**config.mk**
```make
export PLATFORM = sky130hd
export DESIGN_NAME = ddr_ws_bridge
export DESIGN_NICKNAME = d
export VERILOG_FILES = /design/src/rtl/ddr_ws_pkg.sv /design/src/rtl/ddr_ws_bridge.sv
export SDC_FILE = /design/constraint.sdc
export NUM_CORES = 1
export LEC_CHECK = 0
export BUFFER_PORTS_ARGS = -buffer_cell sky130_fd_sc_hd__buf_2
export CORE_AREA = 2 2 674 676
export CTS_CLUSTER_DIAMETER = 60
export DETAILED_ROUTE_END_ITERATION = 10
export DIE_AREA = 0 0 676 678
export PLACE_DENSITY = 0.34
export SLEW_MARGIN = 20
export SYNTH_ARGS = -nofsm -noshare
export SYNTH_HDL_FRONTEND = slang
export SYNTH_SLANG_ARGS = --single-unit
```
**constraint.sdc**
```tcl
create_clock -name clk -period 2.6 [get_ports clk]
set_input_delay 0.52 -clock clk [delete_from_list [all_inputs] [get_ports clk]]
set_output_delay 0.52 -clock clk [all_outputs]
set_load 0.01 [all_outputs]
```
**src/rtl/ddr_ws_pkg.sv**
```systemverilog
// Shared definitions for the Wishbone-to-MIG line bridge: MIG command codes,
// FSM state encoding and beat/counter sizing helpers.
package ddr_ws_pkg;

    localparam logic [2:0] CMD_WRITE = 3'b000;
    localparam logic [2:0] CMD_READ  = 3'b001;

    typedef enum logic [2:0] {
        ST_IDLE = 3'd0,
        ST_WR   = 3'd1,
        ST_RD   = 3'd2,
        ST_ACK  = 3'd3,
        ST_ERR  = 3'd4
    } state_e;

    function automatic int beats_of(input int ws_w, input int app_w);
        return ws_w / app_w;
    endfunction

    // Counters must hold the value BEATS itself (the "done" marker).
    function automatic int cnt_w(input int beats);
        return $clog2(beats + 1);
    endfunction

    function automatic int idx_w(input int beats);
        return (beats > 1) ? $clog2(beats) : 1;
    endfunction

endpackage

```
**src/rtl/ddr_ws_bridge.sv**
```systemverilog
// Wishbone line slave to MIG app_* bridge: one line access becomes BEATS MIG
// transfers. Optional read timeout enabled by defining DDR_WS_TIMEOUT_EN.
module ddr_ws_bridge
    import ddr_ws_pkg::*;
#(
    parameter int WS_DATA_W      = 512,
    parameter int APP_DATA_W     = 256,
    parameter int DQ_W           = 32,
    parameter int WS_ADDR_W      = 32,
    parameter int APP_ADDR_W     = 28,
    parameter int TIMEOUT_CYCLES = 4096
) (
    input  logic                    clk,
    input  logic                    rst,
    input  logic [WS_ADDR_W-1:0]    ws_addr,
    input  logic [WS_DATA_W-1:0]    ws_din,
    input  logic [WS_DATA_W/8-1:0]  ws_sel,
    input  logic                    ws_cyc,
    input  logic                    ws_stb,
    input  logic                    ws_we,
    output logic                    ws_ack,
    output logic                    ws_err,
    output logic [WS_DATA_W-1:0]    ws_dout,
    input  logic                    init_calib_complete,
    output logic [APP_ADDR_W-1:0]   app_addr,
    output logic [2:0]              app_cmd,
    output logic                    app_en,
    input  logic                    app_rdy,
    output logic [APP_DATA_W-1:0]   app_wdf_data,
    output logic [APP_DATA_W/8-1:0] app_wdf_mask,
    output logic                    app_wdf_wren,
    output logic                    app_wdf_end,
    input  logic                    app_wdf_rdy,
    input  logic [APP_DATA_W-1:0]   app_rd_data,
    input  logic                    app_rd_data_valid,
    output logic [2:0]              dbg_state
);

    localparam int BEATS = beats_of(WS_DATA_W, APP_DATA_W);
    localparam int CW    = cnt_w(BEATS);
    localparam int IW    = idx_w(BEATS);
    localparam int OFF   = $clog2(WS_DATA_W / 8);
    localparam int LAW   = WS_ADDR_W - OFF;
    localparam int MW    = APP_DATA_W / 8;
    localparam int AW    = LAW + CW + 16;
    localparam logic [CW-1:0] BEATS_C = CW'(BEATS);

    state_e                           state;
    logic [LAW-1:0]                   line_addr;
    logic [BEATS-1:0][APP_DATA_W-1:0] wr_line;
    logic [BEATS-1:0][MW-1:0]         wr_mask;
    logic [BEATS-1:0][APP_DATA_W-1:0] rd_line;
    logic [CW-1:0]                    cmd_cnt, dat_cnt, cmd_nxt, dat_nxt;
    logic [IW-1:0]                    dat_idx;
    logic                             cmd_fire, wdf_fire, rd_fire, accept, to_hit;

    assign accept   = ws_cyc && ws_stb && init_calib_complete;
    assign app_en   = ((state == ST_WR) || (state == ST_RD)) && (cmd_cnt < BEATS_C);
    assign app_wdf_wren = (state == ST_WR) && (dat_cnt < BEATS_C);
    assign app_wdf_end  = app_wdf_wren;
    assign app_cmd  = (state == ST_WR) ? CMD_WRITE : CMD_READ;

    assign cmd_fire = app_en && app_rdy;
    assign wdf_fire = app_wdf_wren && app_wdf_rdy;
    // Beats arriving outside RD (after reset or timeout) are dropped here.
    assign rd_fire  = (state == ST_RD) && app_rd_data_valid && (dat_cnt < BEATS_C);

    assign cmd_nxt  = cmd_cnt + CW'(cmd_fire);
    assign dat_nxt  = dat_cnt + CW'(wdf_fire || rd_fire);
    assign dat_idx  = (dat_cnt < BEATS_C) ? dat_cnt[IW-1:0] : '0;

    assign app_addr = APP_ADDR_W'((AW'(line_addr) * AW'(BEATS) + AW'(cmd_cnt))
                                  * AW'(APP_DATA_W / DQ_W));

    // One-hot beat select for the write-data path (beat 0 = line LSBs).
    logic [BEATS-1:0][APP_DATA_W-1:0] data_pick;
    logic [BEATS-1:0][MW-1:0]         mask_pick;

    for (genvar b = 0; b < BEATS; b++) begin : g_beat
        assign data_pick[b] = (dat_idx == IW'(b)) ? wr_line[b] : '0;
        assign mask_pick[b] = (dat_idx == IW'(b)) ? wr_mask[b] : '0;
    end

    always_comb begin
        app_wdf_data = '0;
        app_wdf_mask = '0;
        for (int b = 0; b < BEATS; b++) begin
            app_wdf_data = app_wdf_data | data_pick[b];
            app_wdf_mask = app_wdf_mask | mask_pick[b];
        end
    end

`ifdef DDR_WS_TIMEOUT_EN
    logic [31:0] to_cnt;

    always_ff @(posedge clk or negedge rst) begin
        if (!rst)
            to_cnt <= '0;
        else if (state != ST_RD)
            to_cnt <= '0;
        else
            to_cnt <= to_cnt + 32'd1;
    end

    assign to_hit = (state == ST_RD) && (to_cnt == 32'(TIMEOUT_CYCLES - 1));
    assign ws_err = (state == ST_ERR);
`else
    logic unused_timeout;
    assign unused_timeout = (TIMEOUT_CYCLES != 0);
    assign to_hit = 1'b0;
    assign ws_err = 1'b0;
`endif

    always_ff @(posedge clk or negedge rst) begin
        if (!rst) begin
            state     <= ST_IDLE;
            line_addr <= '0;
            wr_line   <= '0;
            wr_mask   <= '0;
            rd_line   <= '0;
            cmd_cnt   <= '0;
            dat_cnt   <= '0;
        end else begin
            if (rd_fire)
                rd_line[dat_idx] <= app_rd_data;
            unique case (state)
                ST_IDLE: begin
                    if (accept) begin
                        line_addr <= ws_addr[WS_ADDR_W-1:OFF];
                        wr_line   <= ws_din;
                        wr_mask   <= ~ws_sel;
                        cmd_cnt   <= '0;
                        dat_cnt   <= '0;
                        state     <= ws_we ? ST_WR : ST_RD;
                    end
                end
                ST_WR: begin
                    cmd_cnt <= cmd_nxt;
                    dat_cnt <= dat_nxt;
                    if (cmd_nxt == BEATS_C && dat_nxt == BEATS_C)
                        state <= ST_ACK;
                end
                ST_RD: begin
                    cmd_cnt <= cmd_nxt;
                    dat_cnt <= dat_nxt;
                    if (dat_nxt == BEATS_C)
                        state <= ST_ACK;
                    else if (to_hit)
                        state <= ST_ERR;
                end
                ST_ACK:  state <= ST_IDLE;
                ST_ERR:  state <= ST_IDLE;
                default: state <= ST_IDLE;
            endcase
        end
    end

    assign ws_ack    = (state == ST_ACK);
    assign ws_dout   = rd_line;
    assign dbg_state = state;

    logic unused_addr;
    assign unused_addr = ^ws_addr[OFF-1:0];

endmodule

```
==> impl_metrics.yaml <==
min_path:
  holdPathStages: 2
  min_to: "wr_line[48]"
  min_from: "ws_din[48]"
  hold_class: "primary input to flip-flop"
detailed_routing:
  avgRoutedWirePerCell_um: 24.2
  drcViolationCount: 0
  via_per_inst: 3.08
  vias: 36300
  drt_wl_total_um: 285000
  dr.pass1.iters: 4
  ant_nets: 0
  drtIter0Drc: 1426
cells_and_area:
  syn2layout_area_growth_pct: 78.0
  layout_commonest_cell: "buf_2"
  final_layout_size_suffix_gt1_frac: 0.578
  most-common-layout-cells: "buf_2 (1,455), dfrtp_1 (1,116), mux2_2 (862)"
  nets: 6488
critical_path:
  path_delay_family: "buffers and inverters"
  path_cells: "nor2b_4, buf_12, buf_16, buf_16, buf_16, mux2_2, buf_2"
  critPathCaptureType: "output pin"
  rr_worst_depth: 10
  path_class: "flip-flop to output pin"
  cpMostUsedCell: "buf_16"
  path_buf_inv: 5
  r2r-end: "ws_dout[260]"
  critical_path_arrival_ps: 2620
  crit_path_top_delay_cell: "dfrtp_1"
  crit_path_max_incr_delay_ps: 400
  r2r_start: "dat_cnt[0]"
  r2r_setup_slack_ps: 40
  cp_max_fo: 11
  start_kind: "flip-flop"
  worstPathRequired_ps: 2080
synthesis:
  ys_ff_latch: 1118
  synth_seq_area_share: 0.619
  synth.distinct_cells: 31
  syn-cell-area_um2: 45200
  synth-warning-count: 0
  netlist_instances: 2858
  postSynthAreaPerCell_um2: 15.8
cts:
  cts_max_level: 4
  clock_path_buffers: 4
  cts_made_buffers: 172
  clkSinkCount: 1118
  clock_latency_ps: 840
  cts_tree: "yes"
  cts_root_buffer: "clkbuf_16"
  clk_pin_slew_ps: 50
timing:
  timing_max_transition_violations_final: 0
  slew_headroom: 0.429
  fin_crit_sh: 1.21
  finalClockSkew_ps: 33.8
  period_needed_ps: 3140
  timing.setup.tns_ps: -132380
  rsz0062_at_grt: "yes"
  worst_slew_pin_slew_ps: 856
  finalHoldViolCount: 0
  setup_viol: 310
  fmaxAchievable_ghz: 0.319
  fin_ws_ps: -539
  worst_hold_slack_ps: 83.1
placement:
  io_buffers: 1696
  place_hpwl_um: 234000
  post-place-ws_ps: -83.3
  place.gp.congestion: 0.913
die:
  die_h_um: 678
  dieArea_um2: 458000
  die_w_um: 676
  start_util: 0.100
  io_pins: 1712
  core_area_um2: 451000
  row_count: 247
global_route:
  antenna_found_initial: 181
  grt_pass1_vias: 38900
  grt_pass1_wl_um: 365000
  track_usage: 0.118
  grt_max_degree: 130
  overflow: 0
pwr:
  power_leakage_uw: 0.0364
  powerDensity_nw_per_um2: 1190
  ir_worst_vdd_v: 0.000564
run_status:
  violations: "setup timing"
  status: "finished, violations left"
job:
  max_cap_violations: 0
==> through the flow <==
| step | utilization | instances | total power, µW | area (µm²) |
|---|---|---|---|---|
| final | 0.178 | 11800 | 95900 | 80400 |
| after global routing | 0.178 | 11700 | 101000 | 80300 |
| after CTS | 0.174 | 11700 | 94600 | 78300 |
| after detailed placement | 0.137 | 10500 | 65200 | 61900 |
| after global placement | 0.137 | 10500 | 64700 | 61900 |
| after floorplan | - | 2864 | 45700 | 45200 |
==> metal layers <==
layer | track usage | up-vias | part of all wire
met5 | 0 | - | 0.0017
met1 | 0.138 | 18500 | 0.40
met4 | 0.0272 | 72 | 0.028
li1 | - | 15800 | -
met2 | 0.202 | 1394 | 0.47
met3 | 0.0463 | 446 | 0.092
==> kinds of logic after synthesis <==
kind of cell	count (synthesis)	share of synthesized area
flops	1118	0.619
fa+ha+maj	8	0.00222
buf+inv	174	0.0194
compound gates	76	0.00875
xor+xnor	23	0.00446
mux	1338	0.334
simple gates	120	0.0122
other cells	1	0.0000830
==> state kept, by name (all words and copies together) (netlist names) <==
name       flops
wr_mask       64
dbg_state      2
cmd_cnt        2
ws_dout      512
line_addr     24
wr_line      512
dat_cnt        2
==> final cells by class <==
class                   instances  area (µm²)
flip-flops and latches       1118       28000
diodes                         63         158
well taps                    5976        7480
repair buffers               2739       21400
clock buffers                 231        4860
clock inverters                77         976
inverters                       4        17.5
fillers                     49800      371000
multi-input cells            1572       17600
==> timing repair <==
item / in CTS / in global routing
endpoints found under the hold margin: 1267 / 0
buffers inserted: 29 / 24
pin swaps: 19 / 16
resized for setup: 379 / 468
hold buffers: 845 / 0
gates cloned: 12 / 9
setup endpoints to repair: 316 / 345
==> synth_stat cells (all sizes together) <==
master | n | area, µm²
o31ai | 2 | 15.0
nor4 | 2 | 25.0
xnor2 | 17 | 149
and3 | 1 | 6.26
ha | 8 | 100
o21ai | 68 | 340
a21oi | 3 | 15.0
and2 | 1 | 6.26
nor3 | 2 | 15.0
buf | 155 | 805
nor2 | 8 | 30.0
a22o | 1 | 8.76
nand2 | 79 | 297
dfrtp | 1118 | 28000
nand4 | 7 | 43.8
nand3 | 11 | 60.1
mux2 | 1338 | 15100
nor2b | 3 | 18.8
and4 | 4 | 35.0
inv | 4 | 15.0
xor2 | 6 | 52.6
a21o | 1 | 7.51
conb | 1 | 3.75
clkbuf | 15 | 56.3
a2111oi | 1 | 8.76
nand2b | 2 | 12.5
==> how the worst max path moves through the flow <==
stage                 start                 to  slack [ps]  cells after the start
6_report         dat_cnt[1]  app_wdf_data[100]        -540                      7
3_3_place_gp     cmd_cnt[1]       app_addr[27]        -120                      9
3_5_place_dp     cmd_cnt[1]       app_addr[27]         -80                      9
2_1_floorplan  dbg_state[0]       dbg_state[0]         150                      9
4_1_cts          dat_cnt[1]  app_wdf_data[160]        -710                      6
5_1_grt          dat_cnt[1]   app_wdf_data[50]        -670                      7
==> power by group <==
group,switching (µW),internal (µW)
sequential,5270,26000
combinational,19900,20900
clock,9400,14500
total,34500,61400
Note: power is estimated with default switching activity, not from simulation.
